File: config.mk
export PLATFORM = sky130hd
export DESIGN_NAME = nb_agc_loop
export DESIGN_NICKNAME = d
export VERILOG_FILES = /design/src/rtl/nb_agc_pkg.sv /design/src/rtl/nb_agc_regs.sv /design/src/rtl/nb_agc_loop.sv
export SDC_FILE = /design/constraint.sdc
export NUM_CORES = 1
export LEC_CHECK = 0
export CORE_ASPECT_RATIO = 1.75
export CORE_UTILIZATION = 42
export CTS_CLUSTER_DIAMETER = 30
export DETAILED_ROUTE_END_ITERATION = 10
export PLACE_DENSITY = 0.65
export SYNTH_ARGS = -nofsm -noshare
export SYNTH_HDL_FRONTEND = slang
export SYNTH_HIERARCHICAL = 1
export SYNTH_SLANG_ARGS = --single-unit
export TNS_END_PERCENT = 20
File: constraint.sdc
create_clock -name clk -period 7.5 [get_ports clk]
set_clock_uncertainty 0.15 [all_clocks]
set_input_delay 1.5 -clock clk [delete_from_list [all_inputs] [get_ports clk]]
set_output_delay 1.5 -clock clk [all_outputs]
set_load 0.01 [all_outputs]
File: src/rtl/nb_agc_pkg.sv
// Shared widths, register map and reset values for the narrowband AGC loop.
// Optional deadband register is enabled with NB_AGC_DEADBAND_EN.
package nb_agc_pkg;

    localparam int unsigned GAIN_W = 21;
    localparam int unsigned MAG_W  = 19;
    localparam int unsigned ERR_W  = 20;
    localparam int unsigned FRAC_W = 11;
    localparam int unsigned INT_W  = GAIN_W + FRAC_W + 1;

    localparam logic [2:0] OFS_SETPOINT = 3'd0;
    localparam logic [2:0] OFS_CONTROL  = 3'd1;
    localparam logic [2:0] OFS_UPPER    = 3'd2;
    localparam logic [2:0] OFS_LOWER    = 3'd3;
    localparam logic [2:0] OFS_MANUAL   = 3'd4;
    localparam logic [2:0] OFS_AVGMAG   = 3'd5;
    localparam logic [2:0] OFS_GAIN     = 3'd6;
    localparam logic [2:0] OFS_DEADBAND = 3'd7;

    localparam logic [MAG_W-1:0]  SETPOINT_RST = 19'h10000;
    localparam logic [GAIN_W-1:0] UPPER_RST    = 21'h1FFFFF;
    localparam logic [GAIN_W-1:0] LOWER_RST    = '0;
    localparam logic [MAG_W-1:0]  DEADBAND_RST = '0;

    localparam int unsigned CTRL_SHIFT_LSB = 0;
    localparam int unsigned CTRL_SHIFT_W   = 5;
    localparam int unsigned CTRL_FREEZE    = 8;
    localparam int unsigned CTRL_MANUAL    = 9;
    localparam logic [CTRL_SHIFT_W-1:0] SHIFT_MAX = 5'd12;

    function automatic logic [31:0] byte_merge(input logic [31:0] old_val,
                                               input logic [31:0] wdata,
                                               input logic [3:0]  be);
        logic [31:0] r;
        r = old_val;
        for (int unsigned b = 0; b < 4; b++) begin
            if (be[b]) r[8*b +: 8] = wdata[8*b +: 8];
        end
        return r;
    endfunction

endpackage

File: src/rtl/nb_agc_regs.sv
// Microprocessor register file for the AGC loop: byte-lane writes and read mux.
// Register 7 (deadband) exists only when NB_AGC_DEADBAND_EN is defined.
module nb_agc_regs
    import nb_agc_pkg::*;
#(
    parameter logic [GAIN_W-1:0] RESET_GAIN = 21'h08000
) (
    input  logic                    i_clk,
    input  logic                    i_reset,
    input  logic                    i_cs,
    input  logic [3:0]              i_wr,
    input  logic [2:0]              i_ofs,
    input  logic [31:0]             i_din,
    output logic [31:0]             o_dout,
    input  logic [MAG_W-1:0]        i_avg_mag,
    input  logic [GAIN_W-1:0]       i_gain,
    output logic [MAG_W-1:0]        o_setpoint,
    output logic [CTRL_SHIFT_W-1:0] o_loop_shift,
    output logic                    o_freeze,
    output logic                    o_manual,
    output logic [GAIN_W-1:0]       o_upper,
    output logic [GAIN_W-1:0]       o_lower,
    output logic [GAIN_W-1:0]       o_manual_gain
`ifdef NB_AGC_DEADBAND_EN
    ,
    output logic [MAG_W-1:0]        o_deadband
`endif
);

    logic [MAG_W-1:0]        r_setpoint;
    logic [CTRL_SHIFT_W-1:0] r_loop_shift;
    logic                    r_freeze;
    logic                    r_manual;
    logic [GAIN_W-1:0]       r_upper;
    logic [GAIN_W-1:0]       r_lower;
    logic [GAIN_W-1:0]       r_manual_gain;
`ifdef NB_AGC_DEADBAND_EN
    logic [MAG_W-1:0]        r_deadband;
`endif

    logic [3:0]  w_be;
    logic [31:0] w_merge;

    assign w_be = i_cs ? i_wr : '0;
    // Partial-lane writes merge into the current readback image of the register.
    assign w_merge = byte_merge(o_dout, i_din, w_be);

    always_comb begin
        o_dout = '0;
        case (i_ofs)
            OFS_SETPOINT: o_dout[MAG_W-1:0] = r_setpoint;
            OFS_CONTROL: begin
                o_dout[CTRL_SHIFT_LSB +: CTRL_SHIFT_W] = r_loop_shift;
                o_dout[CTRL_FREEZE]                    = r_freeze;
                o_dout[CTRL_MANUAL]                    = r_manual;
            end
            OFS_UPPER:    o_dout[GAIN_W-1:0] = r_upper;
            OFS_LOWER:    o_dout[GAIN_W-1:0] = r_lower;
            OFS_MANUAL:   o_dout[GAIN_W-1:0] = r_manual_gain;
            OFS_AVGMAG:   o_dout[MAG_W-1:0]  = i_avg_mag;
            OFS_GAIN:     o_dout[GAIN_W-1:0] = i_gain;
`ifdef NB_AGC_DEADBAND_EN
            OFS_DEADBAND: o_dout[MAG_W-1:0]  = r_deadband;
`endif
            default:      o_dout = '0;
        endcase
    end

    always_ff @(posedge i_clk) begin
        if (!i_reset) begin
            r_setpoint    <= SETPOINT_RST;
            r_loop_shift  <= '0;
            r_freeze      <= 1'b0;
            r_manual      <= 1'b0;
            r_upper       <= UPPER_RST;
            r_lower       <= LOWER_RST;
            r_manual_gain <= RESET_GAIN;
`ifdef NB_AGC_DEADBAND_EN
            r_deadband    <= DEADBAND_RST;
`endif
        end else if (|w_be) begin
            case (i_ofs)
                OFS_SETPOINT: r_setpoint <= w_merge[MAG_W-1:0];
                OFS_CONTROL: begin
                    r_loop_shift <= w_merge[CTRL_SHIFT_LSB +: CTRL_SHIFT_W];
                    r_freeze     <= w_merge[CTRL_FREEZE];
                    r_manual     <= w_merge[CTRL_MANUAL];
                end
                OFS_UPPER:    r_upper       <= w_merge[GAIN_W-1:0];
                OFS_LOWER:    r_lower       <= w_merge[GAIN_W-1:0];
                OFS_MANUAL:   r_manual_gain <= w_merge[GAIN_W-1:0];
`ifdef NB_AGC_DEADBAND_EN
                OFS_DEADBAND: r_deadband    <= w_merge[MAG_W-1:0];
`endif
                default: ;
            endcase
        end
    end

    assign o_setpoint    = r_setpoint;
    assign o_loop_shift  = r_loop_shift;
    assign o_freeze      = r_freeze;
    assign o_manual      = r_manual;
    assign o_upper       = r_upper;
    assign o_lower       = r_lower;
    assign o_manual_gain = r_manual_gain;
`ifdef NB_AGC_DEADBAND_EN
    assign o_deadband    = r_deadband;
`endif

endmodule

File: src/rtl/nb_agc_loop.sv
// Narrowband AGC loop: |I|+|Q| block average, setpoint error, clamped integrator -> DDC gain.
// NB_AGC_DEADBAND_EN adds a programmable error deadband (register 7).
module nb_agc_loop
    import nb_agc_pkg::*;
#(
    parameter int unsigned AVG_LOG2   = 4,
    parameter logic [20:0] RESET_GAIN = 21'h08000
) (
    input  logic        clk,
    input  logic        reset,
    input  logic        cs,
    input  logic        wr0,
    input  logic        wr1,
    input  logic        wr2,
    input  logic        wr3,
    input  logic [12:0] addr,
    input  logic [31:0] din,
    output logic [31:0] dout,
    input  logic        syncIn,
    input  logic [17:0] iIn,
    input  logic [17:0] qIn,
    output logic [20:0] nbAgcGain,
    output logic        gainValid,
    output logic [18:0] avgMag
);

    localparam int unsigned ACC_W = MAG_W + AVG_LOG2;
    localparam int unsigned SUM_W = INT_W + 1;

    logic [MAG_W-1:0]        w_setpoint;
    logic [CTRL_SHIFT_W-1:0] w_loop_shift;
    logic                    w_freeze;
    logic                    w_manual;
    logic [GAIN_W-1:0]       w_upper;
    logic [GAIN_W-1:0]       w_lower;
    logic [GAIN_W-1:0]       w_manual_gain;
`ifdef NB_AGC_DEADBAND_EN
    logic [MAG_W-1:0]        w_deadband;
`endif
    logic                    w_addr_unused;

    assign w_addr_unused = ^{addr[12:5], addr[1:0]};

    nb_agc_regs #(
        .RESET_GAIN (RESET_GAIN)
    ) u_regs (
        .i_clk         (clk),
        .i_reset       (reset),
        .i_cs          (cs),
        .i_wr          ({wr3, wr2, wr1, wr0}),
        .i_ofs         (addr[4:2]),
        .i_din         (din),
        .o_dout        (dout),
        .i_avg_mag     (avgMag),
        .i_gain        (nbAgcGain),
        .o_setpoint    (w_setpoint),
        .o_loop_shift  (w_loop_shift),
        .o_freeze      (w_freeze),
        .o_manual      (w_manual),
        .o_upper       (w_upper),
        .o_lower       (w_lower),
        .o_manual_gain (w_manual_gain)
`ifdef NB_AGC_DEADBAND_EN
        ,
        .o_deadband    (w_deadband)
`endif
    );

    function automatic logic [16:0] sat_abs(input logic [17:0] x);
        if (x == 18'h20000) return 17'h1FFFF;
        else if (x[17])     return 17'(~x + 18'd1);
        else                return x[16:0];
    endfunction

    logic                    r_v0, r_v1, r_v2, r_v3;
    logic [MAG_W-1:0]        r_mag0;
    logic [AVG_LOG2-1:0]     r_cnt;
    logic [ACC_W-1:0]        r_acc;
    logic [MAG_W-1:0]        r_avg1, r_avg2, r_avg3;
    logic signed [ERR_W-1:0] r_err2;
    logic [INT_W-1:0]        r_integ;
    logic [GAIN_W-1:0]       r_gain;
    logic                    r_gvalid;
    logic [MAG_W-1:0]        r_avgmag;

    logic [MAG_W-1:0]        w_mag;
    logic [ACC_W-1:0]        w_acc_sum;
    logic signed [ERR_W-1:0] w_err_raw, w_err;
    logic [CTRL_SHIFT_W-1:0] w_shift;
    logic [SUM_W-1:0]        w_step, w_sum;
    logic [GAIN_W-1:0]       w_int, w_hi_lim;
    logic                    w_neg, w_ovf;
    logic [INT_W-1:0]        w_integ_next;

    assign w_mag     = MAG_W'(sat_abs(iIn)) + MAG_W'(sat_abs(qIn));
    assign w_acc_sum = r_acc + ACC_W'(r_mag0);
    assign w_err_raw = $signed({1'b0, w_setpoint}) - $signed({1'b0, r_avg1});

`ifdef NB_AGC_DEADBAND_EN
    logic [ERR_W-1:0] w_err_mag;
    assign w_err_mag = w_err_raw[ERR_W-1] ? -w_err_raw : w_err_raw;
    assign w_err     = (w_err_mag <= {1'b0, w_deadband}) ? '0 : w_err_raw;
`else
    assign w_err = w_err_raw;
`endif

    assign w_shift  = (w_loop_shift > SHIFT_MAX) ? SHIFT_MAX : w_loop_shift;
    assign w_step   = {{(SUM_W-ERR_W){r_err2[ERR_W-1]}}, r_err2} << w_shift;
    assign w_sum    = {1'b0, r_integ} + w_step;
    assign w_neg    = w_sum[SUM_W-1];
    // Bit 32 set on a non-negative sum means the integer part overflowed 21 bits.
    assign w_ovf    = w_sum[INT_W-1];
    assign w_int    = w_sum[FRAC_W +: GAIN_W];
    assign w_hi_lim = (w_lower > w_upper) ? w_lower : w_upper;

    always_comb begin
        w_integ_next = w_sum[INT_W-1:0];
        if (w_neg || (!w_ovf && (w_int < w_lower))) begin
            w_integ_next = {1'b0, w_lower, {FRAC_W{1'b0}}};
        end else if (w_ovf || (w_int > w_upper)) begin
            w_integ_next = {1'b0, w_hi_lim, {FRAC_W{1'b0}}};
        end
    end

    always_ff @(posedge clk) begin
        if (!reset) begin
            r_v0     <= 1'b0;
            r_v1     <= 1'b0;
            r_v2     <= 1'b0;
            r_v3     <= 1'b0;
            r_mag0   <= '0;
            r_cnt    <= '0;
            r_acc    <= '0;
            r_avg1   <= '0;
            r_avg2   <= '0;
            r_avg3   <= '0;
            r_err2   <= '0;
            r_integ  <= {1'b0, RESET_GAIN, {FRAC_W{1'b0}}};
            r_gain   <= RESET_GAIN;
            r_gvalid <= 1'b0;
            r_avgmag <= '0;
        end else begin
            r_v0   <= syncIn;
            r_mag0 <= w_mag;

            r_v1 <= 1'b0;
            if (r_v0) begin
                r_cnt <= r_cnt + 1'b1;
                if (r_cnt == '1) begin
                    r_acc  <= '0;
                    r_avg1 <= w_acc_sum[ACC_W-1:AVG_LOG2];
                    r_v1   <= 1'b1;
                end else begin
                    r_acc <= w_acc_sum;
                end
            end

            r_v2   <= r_v1;
            r_avg2 <= r_avg1;
            r_err2 <= w_err;

            r_v3   <= r_v2;
            r_avg3 <= r_avg2;
            if (r_v2 && !w_freeze) r_integ <= w_integ_next;

            r_gain   <= w_manual ? w_manual_gain : r_integ[FRAC_W +: GAIN_W];
            r_gvalid <= r_v3;
            if (r_v3) r_avgmag <= r_avg3;
        end
    end

    assign nbAgcGain = r_gain;
    assign gainValid = r_gvalid;
    assign avgMag    = r_avgmag;

endmodule

==> impl_metrics.ini <==
[status]
status = completed

[clock_network]
tritoncts = yes
cts_setup_buffers = 0
clk_pin_slew_ns = 0.06
cts_buffer_depth = 3
htreeDepth = 2
cts_buffers = 49
cts-root-buf = clkbuf_16
clock-sinks = 289
clk_latency_ns = 0.59
ctsHoldBuffers = 0

[drt]
route.antenna.remaining_nets = 0
avgRoutedWirePerCell_um = 22.0
vias = 17731
via_per_inst = 5.86
drc = 0
drt_wl_total_um = 66800
dr.pass1.iters = 6
first_iter_violations = 1331

[die]
start_util_pct = 42.8
fp.dieW_um = 165
die_h_um = 286
dieArea_sq_um = 47100
core_sq_um = 45400
io_pins = 162
num_rows = 103

[job]
drv_cap = 0

[setup_path]
r2r-start = u_regs/o_loop_shift[2]
worstPathArrival_ns = 7.27
crit_path_max_incr_delay_ns = 0.65
rrSetupSlack_ns = 0.54
cp_slowest_cell = xnor2_1
r2r_end = r_integ[31]
cp_top_family = compound AO/OA/AOI/OAI gates
worst-path-max-fanout = 14
crit_start = u_regs/o_loop_shift[2]
reg2reg_depth = 29
cp-start-kind = flop
critPathCaptureType = flop
cp.required_ns = 7.81
crit_type = flop to flop
worst-path-buf-inv = 3

[final_layout]
postLayoutCellArea_sq_um = 23000
syn_to_final_growth_pct = 18.6
fillers = 4331
drive_gt1_share_pct = 8.20
nNetsFinal = 2654
final_core_util_pct = 50.8

[sta]
relSlewSlack_pct = 17.9
setup_tns_ns = 0
fin_crit_ns = 6.96
setup_ws_ns = 0.539
slew_viol_final = 0
hold_ws_ns = 0.278
fin_crit_sh_pct = 92.8
finalSetupViolations = 0
timing.fmax_mhz = 144
rsz0062_at_grt = false
tightestPinTransition_ns = 1.22
hold_viol = 0

[hold_path]
hold_path_end = r_avg3[14]
hold_path.class = flop to flop
hold_depth = 1
worstHoldStart = r_avg2[14]

[synthesis]
synth_most_common_cell = dfxtp_1
synth_common_cells = dfxtp_1, nand2_1, ha_1
synth_seq_area_share_pct = 29.8
syn_area_sq_um = 19400
syn_area_per_cell_sq_um = 8.40
yosysWarnings = 6
ys_types = 91
synth_top_area_share_pct = 29.8
ys_top_cells_by_area = dfxtp_1, ha_1, mux2i_1
synth_area_leader_cell = dfxtp_1
synth-seq-cells = 289
synthArstFlopShare_pct = 0
synthFlopType = dfxtp_1
synth_edf_count = 0
synthCells = 2313

[grt]
grt_pass1_wl_um = 102000
grt_max_degree = 151
grt_usage_pct = 28.4
antenna_found_initial = 3
grt_overflow = 0
grt_pass1_vias = 17963

[placement]
finalWeightedCongestion = 0.990
place_area_sq_um = 21200
port_buffers = 129
dp_hpwl_um = 50700
dp_slack_ns = 0.176

[pwr]
vdd.ir_drop.worst_v = 0.000180
power.density_nw_per_um2 = 215
leakagePower_nw = 10.2
cell type report:
class | count | area, sq um | area share, %
Inverter | 105 | 394 | 1.71
Clock buffer | 55 | 1290 | 5.59
Tap cell | 577 | 722 | 3.13
Clock inverter | 37 | 532 | 2.31
Multi-Input combinational cell | 1782 | 12600 | 54.7
Timing Repair Buffer | 182 | 1710 | 7.43
Antenna cell | 1 | 2.50 | 0.0109
Sequential cell | 289 | 5790 | 25.1
per-stage QoR:
step                      instances  power, mW
final                          3028       4.96
after global routing           3028       5.16
after CTS                      3027       4.99
after detailed placement       2935       2.54
after global placement         2935       2.53
after floorplan                2323       2.25
worst reg2reg max path: cells and delay by family (launching register included):
kind                       cells  cell delay [ns]
AOI/OAI and AO/OA             16             3.02
adders and majority gates      2             0.84
and+or+nand+nor                4             0.70
muxes                          3             0.65
xor gates and xnor gates       1             0.65
buffers and inverters          3             0.54
DFF                            1             0.31
logic make-up (layout without fill, tap and decap cells):
kind of cell | after synthesis | count (layout) | share of synthesized area, %
other | 1 | 12 | 0.0193
AOI/OAI and AO/OA | 605 | 605 | 20.8
xor gates and xnor gates | 101 | 101 | 4.59
DFF | 289 | 289 | 29.8
buffers and inverters | 252 | 379 | 5.61
and+or+nand+nor | 753 | 753 | 20.9
muxes | 156 | 156 | 8.13
adders and majority gates | 156 | 156 | 10.2
flip-flops by register name, indices dropped and copies added (netlist names), 4 cells and up:
name	flops
r_avg2	19
r_err2	20
r_avg1	19
u_regs/o_lower	21
r_mag0	18
u_regs/o_loop_shift	5
u_regs/o_manual_gain	21
r_acc	23
r_integ	33
r_cnt	4
u_regs/o_upper	21
avgMag	19
r_avg3	19
nbAgcGain	21
u_regs/o_setpoint	19
what timing repair did:
| action | 4_1_cts | 5_1_grt |
|---|---|---|
| hold endpoints to repair | 0 | 0 |
| endpoints found under the setup margin | 0 | 9 |
| resized for setup | 0 | 1 |
cells in the final DEF (no fill, tap or decap), types with 50 or more instances in the layout:
cell type / netlist / layout
a21oi_1: 133 / 133
and2_1: 97 / 96
and3_1: 54 / 54
buf_4: 13 / 50
clkdlybuf4s50_1: 0 / 125
dfxtp_1: 289 / 289
ha_1: 152 / 152
inv_1: 104 / 104
mux2i_1: 142 / 142
nand2_1: 165 / 165
nor2_1: 109 / 109
nor2b_1: 109 / 108
o21ai_0: 128 / 128
xor2_1: 59 / 59
power breakdown:
| group | leakage, nW | switching [mW] | internal [mW] |
|---|---|---|---|
| logic | 7.00 | 0.520 | 0.378 |
| clock network | 0.873 | 0.909 | 1.53 |
| registers | 2.34 | 0.0401 | 1.59 |
| total | 10.2 | 1.47 | 3.50 |
routing by layer:
metal  vias to the layer above  wire length [um]  GRT usage, %  part of all wire, %
li1                       8518                 -             -                    -
met1                      8345             23300          27.7                   35
met2                       620             34000          51.5                   51
met3                       246              3440          4.81                  5.2
met4                         2              5990          23.4                  9.0
met5                         -                19             0                0.028
worst max path at each step:
| stage | to | cells past startpoint | slack, ns |
|---|---|---|---|
| 2_1_floorplan | r_integ[11] | 30 | 1.13 |
| 3_3_place_gp | r_mag0[16] | 22 | 0.26 |
| 3_5_place_dp | r_mag0[16] | 22 | 0.18 |
| 4_1_cts | r_integ[31] | 28 | 0.61 |
| 5_1_grt | r_integ[13] | 29 | 0.06 |
| 6_report | r_integ[31] | 29 | 0.54 |
Note: power is estimated with default switching activity, not from simulation.
